## config.mk

```make
export PLATFORM = sky130hd
export DESIGN_NAME = clock_adjust_ctrl
export DESIGN_NICKNAME = d
export VERILOG_FILES = /design/src/rtl/clock_ctrl_pkg.sv /design/src/rtl/btn_sync.sv /design/src/rtl/clock_adjust_ctrl.sv
export SDC_FILE = /design/constraint.sdc
export NUM_CORES = 1
export LEC_CHECK = 0
export CAP_MARGIN = 30
export CORE_MARGIN = 8
export CORE_UTILIZATION = 54
export DETAILED_ROUTE_END_ITERATION = 8
export GPL_ROUTABILITY_DRIVEN = 0
export PLACE_DENSITY = 0.75
export SLEW_MARGIN = 20
export SYNTH_ARGS = -nofsm -noshare
export SYNTH_HDL_FRONTEND = slang
export SYNTH_SLANG_ARGS = --single-unit
```

## constraint.sdc

```tcl
create_clock -name CP_100MHz -period 2.3 [get_ports CP_100MHz]
set_clock_uncertainty 0.2 [all_clocks]
set_input_delay 0.46 -clock CP_100MHz [delete_from_list [all_inputs] [get_ports CP_100MHz]]
set_output_delay 0.46 -clock CP_100MHz [all_outputs]
set_load 0.1 [all_outputs]
```

## src/rtl/clock_ctrl_pkg.sv

```systemverilog
// Shared types for the clock time-set controller: FSM states and adj_sel encodings.
package clock_ctrl_pkg;

    typedef enum logic [2:0] {
        IDLE,
        DEBOUNCE,
        HELD,
        REPEAT,
        RELEASE
    } state_e;

    localparam logic SEL_MIN  = 1'b0;
    localparam logic SEL_HOUR = 1'b1;

endpackage

```

## src/rtl/btn_sync.sv

```systemverilog
// Two-flop synchronizer for one raw asynchronous button input.
module btn_sync (
    input  logic clk_i,
    input  logic rst_ni,
    input  logic d_i,
    output logic q_o
);

    logic [1:0] sync_q;

    always_ff @(posedge clk_i) begin
        if (!rst_ni) begin
            sync_q <= '0;
        end else begin
            sync_q <= {sync_q[0], d_i};
        end
    end

    assign q_o = sync_q[1];

endmodule

```

## src/rtl/clock_adjust_ctrl.sv

```systemverilog
// Time-set controller: debounced minute/hour adjust strobes and seconds-tick arbitration.
// Define AUTO_REPEAT_EN to enable auto-repeat stepping while a button is held.
module clock_adjust_ctrl
    import clock_ctrl_pkg::*;
#(
    parameter int DB_CYCLES   = 2_000_000,
    parameter int HOLD_CYCLES = 50_000_000,
    parameter int RATE_CYCLES = 10_000_000
) (
    input  logic CP_100MHz,
    input  logic nCLR,
    input  logic EN,
    input  logic tick_1hz,
    input  logic Adj_Minute,
    input  logic Adj_Hour,
    output logic sec_inc,
    output logic min_inc,
    output logic hour_inc,
    output logic adj_active,
    output logic adj_sel
);

    localparam int MAX_DH  = (DB_CYCLES > HOLD_CYCLES) ? DB_CYCLES : HOLD_CYCLES;
    localparam int MAX_CYC = (MAX_DH > RATE_CYCLES) ? MAX_DH : RATE_CYCLES;
    localparam int CNT_W   = (MAX_CYC > 1) ? $clog2(MAX_CYC) : 1;

    localparam logic [CNT_W-1:0] DB_LOAD   = CNT_W'(DB_CYCLES - 1);
    localparam logic [CNT_W-1:0] HOLD_LOAD = CNT_W'(HOLD_CYCLES - 1);
`ifdef AUTO_REPEAT_EN
    localparam logic [CNT_W-1:0] RATE_LOAD = CNT_W'(RATE_CYCLES - 1);
`endif

    logic             min_s, hour_s, owner_lvl, step;
    state_e           state_q, state_d;
    logic [CNT_W-1:0] cnt_q, cnt_d;
    logic             owner_q, owner_d;
    logic             adj_sel_q, adj_sel_d;
    logic             min_inc_q, hour_inc_q, sec_inc_q, adj_active_q;
    logic             min_inc_d, hour_inc_d, sec_inc_d, adj_active_d;

    btn_sync u_sync_min (
        .clk_i  (CP_100MHz),
        .rst_ni (nCLR),
        .d_i    (Adj_Minute),
        .q_o    (min_s)
    );

    btn_sync u_sync_hour (
        .clk_i  (CP_100MHz),
        .rst_ni (nCLR),
        .d_i    (Adj_Hour),
        .q_o    (hour_s)
    );

    // Once a press is claimed only the owning button is watched.
    assign owner_lvl = (owner_q == SEL_HOUR) ? hour_s : min_s;

    always_comb begin
        state_d   = state_q;
        cnt_d     = cnt_q;
        owner_d   = owner_q;
        adj_sel_d = adj_sel_q;
        step      = 1'b0;
        case (state_q)
            IDLE: begin
                if (min_s || hour_s) begin
                    state_d = DEBOUNCE;
                    cnt_d   = DB_LOAD;
                    owner_d = min_s ? SEL_MIN : SEL_HOUR;
                end
            end
            DEBOUNCE: begin
                if (!owner_lvl) begin
                    state_d = IDLE;
                end else if (cnt_q == '0) begin
                    state_d   = HELD;
                    step      = 1'b1;
                    adj_sel_d = owner_q;
                    cnt_d     = HOLD_LOAD;
                end else begin
                    cnt_d = cnt_q - 1'b1;
                end
            end
            HELD: begin
                if (!owner_lvl) begin
                    state_d = RELEASE;
                    cnt_d   = DB_LOAD;
`ifdef AUTO_REPEAT_EN
                end else if (cnt_q == '0) begin
                    state_d = REPEAT;
                    step    = 1'b1;
                    cnt_d   = RATE_LOAD;
                end else begin
                    cnt_d = cnt_q - 1'b1;
`endif
                end
            end
`ifdef AUTO_REPEAT_EN
            REPEAT: begin
                if (!owner_lvl) begin
                    state_d = RELEASE;
                    cnt_d   = DB_LOAD;
                end else if (cnt_q == '0) begin
                    step  = 1'b1;
                    cnt_d = RATE_LOAD;
                end else begin
                    cnt_d = cnt_q - 1'b1;
                end
            end
`endif
            RELEASE: begin
                if (owner_lvl) begin
                    state_d = HELD;
                    cnt_d   = HOLD_LOAD;
                end else if (cnt_q == '0) begin
                    state_d = IDLE;
                end else begin
                    cnt_d = cnt_q - 1'b1;
                end
            end
            default: state_d = IDLE;
        endcase
    end

    // Outputs are decoded from the next state so ticks and steps never share a cycle.
    assign min_inc_d    = step && (owner_q == SEL_MIN);
    assign hour_inc_d   = step && (owner_q == SEL_HOUR);
    assign adj_active_d = (state_d == HELD) || (state_d == REPEAT) || (state_d == RELEASE);
    assign sec_inc_d    = tick_1hz && EN && ((state_d == IDLE) || (state_d == DEBOUNCE));

    always_ff @(posedge CP_100MHz) begin
        if (!nCLR) begin
            state_q      <= IDLE;
            cnt_q        <= '0;
            owner_q      <= SEL_MIN;
            adj_sel_q    <= SEL_MIN;
            min_inc_q    <= 1'b0;
            hour_inc_q   <= 1'b0;
            sec_inc_q    <= 1'b0;
            adj_active_q <= 1'b0;
        end else begin
            state_q      <= state_d;
            cnt_q        <= cnt_d;
            owner_q      <= owner_d;
            adj_sel_q    <= adj_sel_d;
            min_inc_q    <= min_inc_d;
            hour_inc_q   <= hour_inc_d;
            sec_inc_q    <= sec_inc_d;
            adj_active_q <= adj_active_d;
        end
    end

    assign sec_inc    = sec_inc_q;
    assign min_inc    = min_inc_q;
    assign hour_inc   = hour_inc_q;
    assign adj_active = adj_active_q;
    assign adj_sel    = adj_sel_q;

endmodule

```

# After elaboration in Yosys (flattened, before gate mapping)
# Index checks and enable logic that the tools add are counted.
# word_totals
in_bits	6
ff_bits	39
elab_cells	57
out_inout_bits	5
# classes
mux	19
bitwise	1
n_reduce_logical	15
eq_ne	11
add_sub_neg	1
# op_table
operator	n
two-way mux 26 bit	6
one-hot mux 26 bit (4 select lines)	1
zero test 26 bit	1
subtractor 26 x 1 -> 26 bit (second input constant)	1
two-way mux 3 bit	6
one-hot mux 3 bit (4 select lines)	1
equality test 3 x 2 -> 1 bit (second input constant)	3
equality test 3 x 1 -> 1 bit (second input constant)	2
equality test 3 bit (second input constant)	2
zero test 3 bit	2
!= test 2 bit (second input constant)	3
two-way mux 1 bit	5
AND reduction 5 bit	1
logical AND 1 bit	4
logical OR 1 bit	4
nonzero test 4 bit	1
!= test 3 bit (second input constant)	1
AND reduction 3 bit	1
AND reduction 2 bit	1
NOT 1 bit	1

# Logic depth before layout (Yosys ltp)
# depth
word_depth	7
ltp_mapped	8
ltp_nobuf	7

# Modules after synthesis
# Synthesis repeated with hierarchy kept, for this count alone.
# unflattened
cells_unflattened	272
area_unflattened_um2	2289.7
# modules_own_cells
mod	area_per_inst_um2	seq_area_each_um2	instances	cells_each
clock_adjust_ctrl	2184.6	700.7	1	264
btn_sync	52.6	40.0	2	4

# Worst setup path after synthesis
# No wires, ideal clock.
# synth_timing
path_kind	reg2reg
startpoint	register cnt_q[0]
endpoint	register cnt_q[16]
n_path_buf	0
required_time_ps	2030
setup_ps	70
slack_ps	6
arrival_ps	2024
stages_incl_launch_ff	8
synth_period_minus_slack_ps	2294
path_cell_list	dfxtp_1 -> inv_1 -> ha_1 -> nor3b_1 -> nand4_2 -> or4_1 -> or4_1 -> a21oi_1
# synth_via
elab_chain_cells	4
# synth_lines
element	line_no	source
start: declaration	clock_adjust_ctrl.sv:35	logic [CNT_W-1:0] cnt_q, cnt_d;
start signal: assignment	clock_adjust_ctrl.sv:143	cnt_q <= cnt_d;
subtractor 26 x 1 -> 26 bit or zero test 26 bit (tied branches)	--	
two-way mux 26 bit (on tied branches)	clock_adjust_ctrl.sv:115, clock_adjust_ctrl.sv:75	
two-way mux 26 bit (on tied branches)	clock_adjust_ctrl.sv:112, clock_adjust_ctrl.sv:73	
one-hot mux 26 bit (4 select lines)	clock_adjust_ctrl.sv:64	case (state_q)
# Several ways; a longest one is shown, not always the timed one. The select of a mux whose other input is x is not followed.
# A chain may end at the register's enable or synchronous reset.

# Final worst setup path
# layout_timing
startpoint	register cnt_q[0]
endpoint	register cnt_q[7]
# Same word-level chain as after synthesis.

==> results.md <==
- Drc violations: 0
- Post-Synthesis Cell Area: 0.00243 mm2
- Multiplexer share of the synthesized area: 1.29%
- RSZ-0062 raised after global routing: yes
- Placed inst area: 0.00284 mm2
- Power Dens Cells: 663 mW/mm2
- Slew at the pin closest to its max-slew limit: 0.522 ns
- Async SR Flop Fraction: 0%
- Crit path DAT: 2.31 ns
- DRT iter0 DRCs: 335
- Reg2reg start: cnt_q[0]
- Simple-Gate Fraction of Synth Area: 29.7%
- Syn_nets: 286
- Final Slew Violations: 0
- Register-to-Register Path Depth: 5
- Root Driver: clkbuf_8
- DP Worst Slack: -0.142 ns
- Clock slew at reported path FFs: 0.08 ns
- Worst setup EP type: flop
- Initial cell density of the core: 55.7%
- Slew margin rel.: 65.2%
- Vias per inst: 6.86
- Max-cap viol count: 0
- Mean post-synth cell area: 8.73 um2
- Post-Syn Instances: 278
- Die width: 83.0 um
- Fin worst setup slack: 0.0209 ns
- # nets final: 335
- IO buf count: 10
- Final HPWL DP: 4960 um
- CTS HTree Levels: 2
- Synth Area in Adders: 1.03%
- Deepest clock path buffer count: 2
- Row cnt: 24
- GR Overflow Total: 0
- CP Max Fanout: 4
- WP data required: 2.33 ns
- Layout cell share with drive strength beyond 1: 33.2%
- Tcrit/Tclk final: 99.1%
- Synth Area in Compound Gates: 29.9%
- Pleak: 1.22 nW
- Total Wirelength: 7540 um
- CTS Hold Bufs: 0
- First-pass GRT wire length: 11800 um
- Most used DFF post-synth: dfxtp_1
- Status: finished clean
- Final Setup Violations: 0
- Ant diodes: 0
- DR vias: 2608
- Warnings from Yosys: 0
- Vias in the first global route: 2365
- Die Ht: 83.0 um
- Post-synth EDFFs: 0
- Largest family of logic cells by synthesized area: compound AO/OA/AOI/OAI gates
- Most common cell in the netlist: dfxtp_1
- Startpoint types: flop
- Maximum vdd drop: 0.422 mV
- I/O Pins: 11
- Die area: 0.00689 mm2
- Final hold violation count: 0
- Routed length per placed instance: 19.9 um
- Clk_lat worst skew: 0.30 ns
- Max Freq: 439 MHz
- Layout Cells excl Fill: 380
- P&R area growth vs syn: 32.9%
- Register area share after synthesis: 32.2%
- Largest net degree at the start of global routing: 22
- Unique masters post-synth: 60
- Post-synth top area cell: dfxtp_1
- Antenna Nets Post-Route: 0
- Min-delay worst type: flop to flop
- Register-to-Register Setup Slack: 0.02 ns
- Total CTS buffers: 5
- GRT Resource Usage Total: 20.2%
- Worst hold start: u_sync_hour.sync_q[0]
- Synth Register Bits: 39
- DR pass1 iterations: 9
- Cell area after layout: 0.00322 mm2
- Largest cells by area after synthesis: dfxtp_1 (32%), a31oi_1 (4.4%), a21oi_1 (4.3%)
- Critical Path Sink: cnt_q[7]
- Worst r2r dst: cnt_q[7]
- Setup CP Type: flop to flop
- Post-synthesis xor/xnor area fraction: 0.361%
- Core Area: 0.00435 mm2
- Share of the synthesized area in the top cell type: 32.2%
- Fillers: 293
- Antenna violations before repair: 0
- Register area: 785 um2
- Crit. Startpoint: cnt_q[0]
- Multi-input logic area: 0.00170 mm2
- TritonCTS Sinks: 39
- Placed Cells: 368
- Tmin final: 2.28 ns
- Most common library cells after synthesis: dfxtp_1 (39), a21oi_1 (21), nor2_1 (18)
- CTS tree: yes
## how the worst min path moves through the flow
| stage | endpoint | slack, ns | cells after the start |
|---|---|---|---|
| floorplan | u_sync_hour.sync_q[1] | 0.21 | 1 |
| global placement | u_sync_hour.sync_q[1] | 0.21 | 1 |
| detailed placement | u_sync_hour.sync_q[1] | 0.22 | 1 |
| CTS | u_sync_hour.sync_q[1] | 0.24 | 1 |
| global route | u_sync_min.sync_q[1] | 0.27 | 1 |
| finish | u_sync_hour.sync_q[1] | 0.24 | 1 |
## layer usage
metal	vias up	wire [um]	track usage, %
li1	1211	-	-
met1	1220	3190	26.1
met2	153	3540	30.8
met3	24	603	5.08
met4	0	211	8.95
met5	-	0	0
## stage by stage
step / total power, W / setup TNS, ns / hold WS, ns / util, %
floorplan: 0.00120 / 0 / 0.212 / -
global placement: 0.00139 / -0.139 / 0.215 / 65.3
detailed placement: 0.00141 / -0.557 / 0.221 / 65.3
CTS: 0.00205 / 0 / 0.239 / 70.1
global route: 0.00223 / -0.253 / 0.267 / 74.1
finish: 0.00214 / 0 / 0.239 / 74.1
## worst max-delay path: stages, from the launching register on
cell     delay [ns]
dfxtp_2        0.33
buf_4          0.14
or4_4          0.55
or4_4          0.43
or4_1          0.40
a21oi_1        0.16
## placed cells by master, fill, tap and decap left out, drive strengths merged, types with 4 or more instances in the layout
| cell type | instances |
|---|---|
| buf | 54 |
| dfxtp | 39 |
| a21oi | 21 |
| nor2 | 18 |
| a31oi | 17 |
| nor3 | 12 |
| o31ai | 11 |
| inv | 10 |
| or4 | 10 |
| and2 | 9 |
| nor4 | 9 |
| a2111oi | 8 |
| o21ai | 8 |
| nand3 | 7 |
| clkbuf | 6 |
| nand4 | 6 |
| nand2b | 5 |
| nand2 | 5 |
| a211oi | 5 |
| a21o | 5 |
| clkdlybuf4s50 | 5 |
| or2 | 5 |
| a41oi | 4 |
| a221oi | 4 |
| and3 | 4 |
| o31a | 4 |
## where the power goes
part / internal, W / switching [W]
Clock: 0.000351 / 0.000259
Combinational: 0.000316 / 0.000415
Sequential: 0.000725 / 0.0000703
Total: 0.00139 / 0.000744
## registers in the layout, indices dropped and copies added (netlist names)
name / cells
adj_sel: 1
owner_q: 1
cnt_q: 26
min_inc: 1
sec_inc: 1
u_sync_min.sync_q: 2
state_q: 3
u_sync_hour.sync_q: 2
adj_active: 1
hour_inc: 1
## kinds of logic after synthesis
group | Yosys count
AND/OR/NAND/NOR | 108
AO/OA/AOI/OAI | 98
flip-flops | 39
buffers and inverters | 27
multiplexers | 3
adder cells (fa/ha/maj) | 2
XOR/XNOR | 1
## cell type report
type	count	area share, %
well taps	52	2.02
inverters	10	1.16
flip-flops and latches	39	24.3
repair buffers	59	16.0
clock inverters	2	1.09
clock buffers	6	2.56
multi-input cells	212	52.8
## timing repair
action	in CTS	in global routing
pin swaps	4	13
buffers inserted	2	3
resized for setup	11	30
setup endpoints to repair	15	29
No activity file was read; power rests on OpenSTA's default activity.
